### src/rtl/dado_pkg.sv
// Shared types and constants for the die-roll generator.
package dado_pkg;

  typedef logic [2:0] cara_t;

  localparam cara_t CARA_MIN = 3'd1;
  localparam cara_t CARA_MAX = 3'd6;

  typedef enum logic [1:0] {
    IDLE  = 2'd0,
    ROLL  = 2'd1,
    OFFER = 2'd2
  } estado_t;

  // Next face in the 1..6 cycle; anything out of range recovers to 1.
  function automatic cara_t cara_siguiente(input cara_t c);
    if (c >= CARA_MAX || c < CARA_MIN) return CARA_MIN;
    return c + cara_t'(1);
  endfunction

endpackage

### src/rtl/antirrebote.sv
// Two-flop synchroniser followed by a counter-based debouncer for the push button.
module antirrebote #(
  parameter int unsigned DEBOUNCE_CYCLES = 4
) (
  input  logic clk_i,
  input  logic rst_n_i,
  input  logic btn_i,
  output logic btn_o
);

  localparam int unsigned CNT_W = (DEBOUNCE_CYCLES > 1) ? $clog2(DEBOUNCE_CYCLES) : 1;

  logic             sync_q;
  logic             btn_s;
  logic [CNT_W-1:0] cnt_q;

  // Bring the asynchronous button into the clock domain.
  always_ff @(posedge clk_i or negedge rst_n_i) begin
    if (!rst_n_i) begin
      sync_q <= 1'b0;
      btn_s  <= 1'b0;
    end else begin
      sync_q <= btn_i;
      btn_s  <= sync_q;
    end
  end

  // Toggle the debounced level only after a sustained disagreement.
  always_ff @(posedge clk_i or negedge rst_n_i) begin
    if (!rst_n_i) begin
      btn_o <= 1'b0;
      cnt_q <= '0;
    end else if (btn_s == btn_o) begin
      cnt_q <= '0;
    end else if (cnt_q == CNT_W'(DEBOUNCE_CYCLES - 1)) begin
      btn_o <= btn_s;
      cnt_q <= '0;
    end else begin
      cnt_q <= cnt_q + CNT_W'(1);
    end
  end

endmodule

### src/rtl/dado_lanzador.sv
// Die-roll generator: debounced button spins a 1..6 face, release freezes
// and offers it over valid/ready.
// Optional build macro DADO_ROLL_COUNT_EN adds roll_count_o, a saturating
// count of accepted transfers.
module dado_lanzador
  import dado_pkg::*;
#(
  parameter int unsigned DEBOUNCE_CYCLES = 4
) (
  input  logic       clk_i,
  input  logic       rst_n_i,
  input  logic       btn_i,
  input  logic       ready_i,
  output logic       valid_o,
  output logic [2:0] data_o,
  output logic       rolling_o
`ifdef DADO_ROLL_COUNT_EN
  ,
  output logic [7:0] roll_count_o
`endif
);

  estado_t state_q;
  estado_t state_n;
  cara_t   face_n;
  logic    rolling_n;
  logic    valid_n;
  logic    btn_db;
  logic    btn_db_q;
  logic    rise;
  logic    fall;
  logic    accept;

  antirrebote #(
    .DEBOUNCE_CYCLES(DEBOUNCE_CYCLES)
  ) u_antirrebote (
    .clk_i  (clk_i),
    .rst_n_i(rst_n_i),
    .btn_i  (btn_i),
    .btn_o  (btn_db)
  );

  // Delayed debounced level for edge detection.
  always_ff @(posedge clk_i or negedge rst_n_i) begin
    if (!rst_n_i) btn_db_q <= 1'b0;
    else          btn_db_q <= btn_db;
  end

  assign rise   = btn_db & ~btn_db_q;
  assign fall   = ~btn_db & btn_db_q;
  assign accept = valid_o & ready_i;

  // State, face and registered outputs.
  always_ff @(posedge clk_i or negedge rst_n_i) begin
    if (!rst_n_i) begin
      state_q   <= IDLE;
      data_o    <= CARA_MIN;
      rolling_o <= 1'b0;
      valid_o   <= 1'b0;
    end else begin
      state_q   <= state_n;
      data_o    <= face_n;
      rolling_o <= rolling_n;
      valid_o   <= valid_n;
    end
  end

  // Next state; the face spins on every edge that lands in ROLL.
  always_comb begin
    state_n   = state_q;
    face_n    = data_o;
    rolling_n = 1'b0;
    valid_n   = 1'b0;
    case (state_q)
      IDLE:    if (rise)   state_n = ROLL;
      ROLL:    if (fall)   state_n = OFFER;
      OFFER:   if (accept) state_n = IDLE;
      default:             state_n = IDLE;
    endcase
    if (state_n == ROLL) face_n = cara_siguiente(data_o);
    if (data_o < CARA_MIN || data_o > CARA_MAX) face_n = CARA_MIN;
    rolling_n = (state_n == ROLL);
    valid_n   = (state_n == OFFER);
  end

`ifdef DADO_ROLL_COUNT_EN
  // Saturating count of faces taken by the downstream register.
  always_ff @(posedge clk_i or negedge rst_n_i) begin
    if (!rst_n_i)                            roll_count_o <= 8'd0;
    else if (accept && roll_count_o != 8'hFF) roll_count_o <= roll_count_o + 8'd1;
  end
`else
  // Transfer counter not built in this configuration.
`endif

endmodule

### config.mk
export PLATFORM = sky130hd
export DESIGN_NAME = dado_lanzador
export DESIGN_NICKNAME = d
export VERILOG_FILES = /design/src/rtl/dado_pkg.sv /design/src/rtl/antirrebote.sv /design/src/rtl/dado_lanzador.sv
export SDC_FILE = /design/constraint.sdc
export NUM_CORES = 1
export LEC_CHECK = 0
export CELL_PAD_IN_SITES_DETAIL_PLACEMENT = 0
export CELL_PAD_IN_SITES_GLOBAL_PLACEMENT = 1
export CORE_MARGIN = 2
export CORE_UTILIZATION = 43
export CTS_BUF_LIST = sky130_fd_sc_hd__clkbuf_2 sky130_fd_sc_hd__clkbuf_4 sky130_fd_sc_hd__clkbuf_8
export DETAILED_ROUTE_END_ITERATION = 16
export PLACE_DENSITY_LB_ADDON = 0.1
export RECOVER_POWER = 100
export SLEW_MARGIN = 40
export SYNTH_ARGS = -nofsm -noshare
export SYNTH_HDL_FRONTEND = slang
export SYNTH_HIERARCHICAL = 1
export SYNTH_SLANG_ARGS = --single-unit
### constraint.sdc
create_clock -name clk_i -period 1.75 [get_ports clk_i]
set_input_delay 0.2625 -clock clk_i [delete_from_list [all_inputs] [get_ports clk_i]]
set_output_delay 0.2625 -clock clk_i [all_outputs]
set_load 0.1 [all_outputs]
# [After elaboration in Yosys (flattened, before gate mapping)]
# Index checks and enable logic that the tools add are counted.
[totals] reg_bits=13 in_bits=4 out_inout_bits=5
[classes] add_sub_neg=2 magnitude_cmp=3 eq_ne=6 muxes=12 bitwise=6 n_reduce_logical=5
[ops] cell="3-bit 2-to-1 mux" n=4
[ops] cell="2-bit 2-to-1 mux" n=5
[ops] cell="2-bit == test (second input constant)" n=3
[ops] cell="2-bit case mux with 3 select lines" n=1
[ops] cell="2-bit by 1-bit == test with 1-bit output (second input constant)" n=2
[ops] cell="3-bit by 1-bit adder with 3-bit output (second input constant)" n=1
[ops] cell="1-bit AND" n=3
[ops] cell="3-bit >= comparator (second input constant)" n=1
[ops] cell="3-bit > comparator (second input constant)" n=1
[ops] cell="3-bit by 1-bit less-than comparator with 1-bit output (second input constant)" n=1
[ops] cell="1-bit inverter" n=3
[ops] cell="2-bit by 1-bit adder with 2-bit output (second input constant)" n=1
[ops] cell="2-bit logical NOT" n=1
[ops] cell="1-bit logical OR" n=2
[ops] cell="1-bit 2-to-1 mux" n=2
[ops] cell="2-bit AND reduction" n=1
[ops] cell="2-bit nonzero test" n=1
[ops] cell="1-bit == test" n=1

# [Depth between registers and ports, before layout]
# Gate-level depths: netlist (run 1).
[logic_depth] depth_word=9 mapped_depth=6 ltp_nobuf=6

# [Modules after synthesis]
# The synthesis (run 1) kept the hierarchy.
[by_module_without_submodules] mod="dado_lanzador" instances=1 cells_per_inst=37 area_per_inst_um2=431.7 seq_area_each_um2=201.4
[by_module_without_submodules] mod="antirrebote" instances=1 cells_per_inst=10 area_per_inst_um2=173.9 seq_area_each_um2=125.1

# [Worst setup path after synthesis (run 1)]
# OpenSTA, ideal clock, no wires.
[synth_path] path_type="register to register" start="reg data_o[1]" end="reg data_o[2]" arrival_time_ns=1.835 setup_slack_ns=-0.172 path_stages_with_launch=5 n_path_buf=0 period_less_slack_ns=1.922 path_cell_list="dfrtp_1 > ha_1 > or2_2 > a211o_1 > o211ai_1"
[synth_via] elab_chain_len=7 word_cells_on_any_way=12 cone_classes="add/sub: 1; order compare: 3; mux: 5; reduce/logical: 3"
[synth_lines] item="start, declared" line_no="dado_lanzador.sv:15" rtl="output logic [2:0] data_o,"
[synth_lines] item="start signal, assigned" line_no="dado_lanzador.sv:62" rtl="data_o <= face_n;"
[synth_lines] item="3-bit >= comparator / 3-bit by 1-bit less-than comparator with 1-bit output (equally long branches)" line_no="dado_pkg.sv:17, dado_lanzador.sv:81"
[synth_lines] item="1-bit logical OR" line_no="dado_pkg.sv:17" rtl="if (c >= CARA_MAX || c < CARA_MIN) return CARA_MIN;"
[synth_lines] item="1-bit 2-to-1 mux" line_no="dado_pkg.sv:17"
[synth_lines] item="1-bit 2-to-1 mux" line_no="dado_lanzador.sv:80" rtl="if (state_n == ROLL) face_n = cara_siguiente(data_o);"
[synth_lines] item="3-bit 2-to-1 mux" line_no="dado_pkg.sv:18" rtl="return c + cara_t'(1);"
[synth_lines] item="3-bit 2-to-1 mux" line_no="dado_lanzador.sv:80"
[synth_lines] item="3-bit 2-to-1 mux" line_no="dado_lanzador.sv:81" rtl="if (data_o < CARA_MIN || data_o > CARA_MAX) face_n = CARA_MIN;"
# Several ways; a longest one is shown, not always the timed one. The select of a mux whose other input is x is not followed.
# A chain may end at the register's enable or synchronous reset.

# [Worst setup path after layout (run 1)]
[layout_path] start="reg data_o[0]" end="reg data_o[2]"
# The elaborated chain is that of the path after synthesis.

==> results of run 1 <==
==> cell usage in the layout, fill, tap and decap left out <==
master / netlist / routed
o22ai_4: 1 / 1
inv_2: 0 / 1
a211o_1: 1 / 1
o21ai_0: 0 / 1
o2111ai_1: 1 / 1
buf_12: 0 / 1
nand2b_1: 1 / 1
o22ai_1: 1 / 1
a21oi_2: 1 / 1
o31ai_2: 1 / 1
nor3_2: 1 / 1
clkbuf_2: 0 / 3
ha_2: 0 / 1
nand2_1: 2 / 2
nor4_1: 1 / 1
nand2b_4: 1 / 1
inv_1: 3 / 2
dfrtp_1: 12 / 12
clkbuf_4: 0 / 5
mux2i_1: 1 / 1
nor2b_1: 3 / 4
o211ai_1: 1 / 1
clkdlybuf4s50_1: 0 / 1
mux2_2: 1 / 1
or2_2: 1 / 1
xnor2_1: 1 / 1
and3_2: 1 / 1
nor2_1: 1 / 1
dlygate4sd3_1: 0 / 2
a31o_2: 2 / 2
dfstp_4: 0 / 1
nor3_1: 1 / 1
a211oi_1: 1 / 1
ha_1: 3 / 2
==> path summary, 6_finish.rpt <==
| kind | start | end | slack [ps] | depth (start not counted) |
|---|---|---|---|---|
| max | data_o[0]$_DFFE_PN1P_ | data_o[2]$_DFFE_PN0P_ | 120 | 5 |
| min | u_antirrebote/sync_q$_DFF_PN0_ | u_antirrebote/btn_s$_DFF_PN0_ | 370 | 0 |
| max reg2reg | data_o[0]$_DFFE_PN1P_ | data_o[2]$_DFFE_PN0P_ | 120 | 5 |
| min reg2reg | u_antirrebote/sync_q$_DFF_PN0_ | u_antirrebote/btn_s$_DFF_PN0_ | 370 | 0 |
| max in group asynchronous | rst_n_i | btn_db_q$_DFF_PN0_ | 910 | 1 |
| min in group asynchronous | rst_n_i | valid_o$_DFF_PN0_ | 440 | 1 |
==> layout make-up <==
type | instances | area [sq um]
Clock buffer | 4 | 30.0
Fill cell | 116 | 574
Inverter | 3 | 11.3
Multi-Input combinational cell | 31 | 264
Sequential cell | 13 | 330
Tap cell | 15 | 18.8
Timing Repair Buffer | 8 | 72.6
==> critical path: cells and delay by family (launching register included) <==
family                   cells  cell delay (ps)
AO/OA/AOI/OAI                2              370
flip-flops                   1              660
AND/OR/NAND/NOR              1              280
adder cells (fa/ha/maj)      1              200
buffers and inverters        1               40
==> flip-flops by register name (all words and copies together), names as in the netlist <==
signal,flops
valid_o,1
u_antirrebote/btn_o,1
rolling_o,1
u_antirrebote/btn_s,1
data_o,3
state_q,2
btn_db_q,1
u_antirrebote/sync_q,1
u_antirrebote/cnt_q,2
==> cell families (layout without fill, tap and decap cells) <==
logic type / after synthesis / in the layout / share of synthesized area
xor+xnor: 1 / 1 / 0.0145
mux: 2 / 2 / 0.0351
buf+inv: 3 / 15 / 0.0186
compound gates: 11 / 11 / 0.176
flops: 13 / 13 / 0.539
simple gates: 14 / 14 / 0.155
fa+ha+maj: 3 / 3 / 0.0620
==> through the flow <==
step	utilization	area, sq um	cells	hold WS (ps)	worst slack [ps]
6_report	0.559	727	74	367	118
5_1_grt	0.559	727	74	380	59.2
4_1_cts	0.599	779	74	374	101
3_5_place_dp	0.576	749	70	356	119
3_3_place_gp	0.576	749	70	339	188
2_1_floorplan	-	613	47	-33.1	15.1
==> layer usage <==
layer	share of wire	global-route usage	routed length, um
met2	0.52	0.253	580
met4	0.026	0.0839	29
met1	0.41	0.164	459
met3	0.048	0.0609	54
met5	0	0	0
==> run summary, run 1 <==
Vias in the first global route - 479
H-Tree Level Count - 1
Die area - 1720 sq um
Grt ovf - 0
Max Fclk - 0.613 GHz
Period Utilization, post-route - 0.933
CP endpoint kind - register
Final ANT Viol Nets - 0
CP max stage delay - 660 ps
Synth top area share - 0.496
CTS sink count - 13
Initial antenna violation count - 0
Starting Density - 0.465
DR iter-0 viols - 8
# rows - 13
Yosys reg bits - 13
Die Y - 41.5 um
IO Count - 9
Vias per cell - 5.78
Routability cong. - 0.772
Critical setup path kind - reg2reg
CTS root buf - clkbuf_4
Post-synthesis sequential area ratio - 0.539
Fin. Hold Viols - 0
Slowest-stage cell, CP - dfstp_4
Worst Skew - 4.66 ps
Setup TNS - 0 ps
Synth Warn # - 6
Count leader, synth - dfrtp_1
RSZ-0062 raised after global routing - false
Synth top cells by count - dfrtp_1 (12), ha_1 (3), inv_1 (3), nor2b_1 (3)
# Post-CTS Setup Buffers - 0
Synth unique cells - 28
Count of final max-slew check failures - 0
WL/cell - 15.2 um
Final Critical Period - 1630 ps
Count of final setup violators - 0
Worst EP arrival - 1820 ps
Routed wire length - 1.12 mm
ANT cells - 0
Routed vias - 428
Post-synthesis cell area - 606 sq um
Dpl hpwl - 859 um
Startpoint Class - register
Worst Max-Slew Pin Slew - 605 ps
Resized cells post-CTS - 0
Clock Tree Buf Depth - 2
Synth Flop Type - dfrtp_1
Global-route wire length before repair - 2.00 mm
Run status - completed
Max FO, Critical Path - 7
Max_cap viols - 0
EDFF count, synth - 0
Async set-reset flop share out of synthesis - 1.00
Syn_area_per_cell - 12.9 sq um
Req. time, crit path - 1930 ps
Largest net degree at the start of global routing - 14
Largest cells by area after synthesis - dfrtp_1 (50%), ha_1 (6.2%), dfstp_2 (4.3%)
Core Footprint - 1300 sq um
Hold WC Path Type - reg2reg
Cells after Synth - 47
Clock buffer count from CTS - 3
Area delta synth->final - 20.0%
CTS tree - yes
Final nets - 67
Drt pass-1 iters - 4
Clock slew at reported path FFs - 80 ps
PortBufs - 8
Worst-Skew Late Latency - 260 ps
Worst-path cell chain - inv_2 -> ha_2 -> or2_2 -> a211o_1 -> o211ai_1
Die W - 41.5 um
Largest area contributor in the netlist - dfrtp_1
CTS hold repair buffers - 0
Syn_nets - 54
GRT Util Overall - 0.153
Layout cell share with drive strength beyond 1 - 0.373
# DRC - 0
Slew HR - 0.596
Power of run 1 is left out: the tool's default activity adds up to more than one toggle a clock period on the data nets, which glitch-free logic cannot reach.
==> run 2, diff against run 1 <==
Settings changed: CORE_UTILIZATION 43 to 45, DONT_BUFFER_PORTS from default to 1.
==> run 2 against run 1 <==
Effect of this change:
- sequential cell count unchanged
- clock skew up 3.5 ps
- worst hold slack worse by 77 ps
- maximum frequency down 0.68%
- global-route usage up 0.22 points
- core utilization down 1.0 points
- first-iteration DRC count down 50%
- via count down 6.5%
==> run summary, run 2 (synthesis results as in run 1) <==
DR iter-0 viols - 4
CP endpoint kind - primary output
Resized cells post-CTS - 0
Startpoint Class - register
Worst-path cell chain - buf_2
Final instance area - 704 sq um
Largest net degree at the start of global routing - 14
CP max stage delay - 670 ps
Core utilization of the finished layout - 0.548
CTS root buf - clkbuf_4
Fin. Hold Viols - 0
Commonest non-fill, non-tap cell in the layout - dfrtp_1
# DRC - 0
Largest Register - data_o
WP buf/inv - 1
Max Fclk - 0.609 GHz
Core Footprint - 1280 sq um
Layout cell share with drive strength beyond 1 - 0.414
Max_cap viols - 0
Clock buffer count from CTS - 3
Count of final setup violators - 0
Die area - 1660 sq um
Die Y - 40.7 um
Starting Density - 0.471
RSZ-0062 raised after global routing - false
Final nets - 66
Clock Tree Buf Depth - 2
Count of final max-slew check failures - 0
Global-route wire length before repair - 1.55 mm
Routed wire length - 1.01 mm
Grt ovf - 0
Slew HR - 0.544
Final ANT Viol Nets - 0
PortBufs - 0
Setup TNS - 0 ps
CTS sink count - 13
IO Count - 9
Area delta synth->final - 16.3%
Vias in the first global route - 365
Worst Max-Slew Pin Slew - 684 ps
Largest regs - data_o: 3 flops, state_q: 2 flops, u_antirrebote/cnt_q: 2 flops
Slowest-stage cell, CP - dfstp_4
Hold WC Path Type - in2reg
Post-DP Area - 669 sq um
WL/cell - 13.8 um
Routability cong. - 0.525
Worst EP arrival - 1380 ps
Top delay family on crit path - flip-flops
Vias per cell - 5.48
Worst-Skew Late Latency - 280 ps
Die W - 40.7 um
GRT Util Overall - 0.155
Clock slew at reported path FFs - 80 ps
Run status - completed
CTS tree - yes
Dpl hpwl - 760 um
Period Utilization, post-route - 0.939
# rows - 13
Routed vias - 400
Critical setup path kind - reg2out
Req. time, crit path - 1490 ps
ANT cells - 0
Max reg flops - 3
Drt pass-1 iters - 4
H-Tree Level Count - 1
Worst Skew - 8.19 ps
Most frequent cells in the layout - dfrtp_1 (11), nor2b_1 (4), clkbuf_4 (4), clkbuf_2 (4)
Initial antenna violation count - 0
Max FO, Critical Path - 7
Final Critical Period - 1640 ps
[run 2: through the flow]
step | hold WS [ps] | std cells | setup WS (ps)
after detailed placement | -32.7 | 67 | 163
after CTS | 11.8 | 72 | 148
final | 291 | 73 | 107
after floorplan | -33.1 | 47 | 15.1
after global placement | -32.8 | 67 | 189
after global routing | 306 | 73 | 57.3
[run 2: metal layers]
layer	wire length [um]	share of wire	track usage	vias up
li1	-	-	-	193
met1	444	0.44	0.164	195
met2	495	0.49	0.250	8
met3	47	0.047	0.0815	4
met4	23	0.023	0.0750	0
met5	0	0	0	-
[run 2: path summary, 6_finish.rpt]
path                                                startpoint                       endpoint  slack, ps  cells past startpoint
worst max register to register           data_o[0]$_DFFE_PN1P_          data_o[2]$_DFFE_PN0P_        150                      5
worst min-delay path                                   ready_i           state_q[1]$_DFF_PN0_        290                      2
worst max-delay path                     data_o[0]$_DFFE_PN1P_                      data_o[0]        110                      1
min in group asynchronous                              rst_n_i            rolling_o$_DFF_PN0_        410                      1
max in group asynchronous                              rst_n_i          data_o[1]$_DFFE_PN0P_        930                      1
worst min register to register  u_antirrebote/sync_q$_DFF_PN0_  u_antirrebote/btn_s$_DFF_PN0_        370                      0
[run 2: cell type report]
type                            instances  area [sq um]
Multi-Input combinational cell         31           268
Sequential cell                        13           332
Clock buffer                            4          30.0
Fill cell                             116           581
Tap cell                               15          18.8
Inverter                                3          11.3
Timing Repair Buffer                    7          45.0
[run 2: repair_timing]
item,4_1_cts,5_1_grt
buffers inserted,0,0
hold buffers,1,1
endpoints found under the hold margin,13,1
Power of run 2 is left out for the same reason.
==> run 3, diff against run 2 <==
Settings changed: CTS_CLUSTER_DIAMETER from default to 50, HOLD_SLACK_MARGIN from default to 0.12.
==> results of run 3 <==
Final layout, timing and power as in run 2 (identical DEF).
Main changes from that run: number of hold buffers added after CTS 1 -> 2; wire length of the first global-routing pass 1550 um -> 1560 um; via count of the first global-routing pass 365 -> 369; overall routing resource usage 0.155 -> 0.158
Power of run 3 is left out for the same reason.
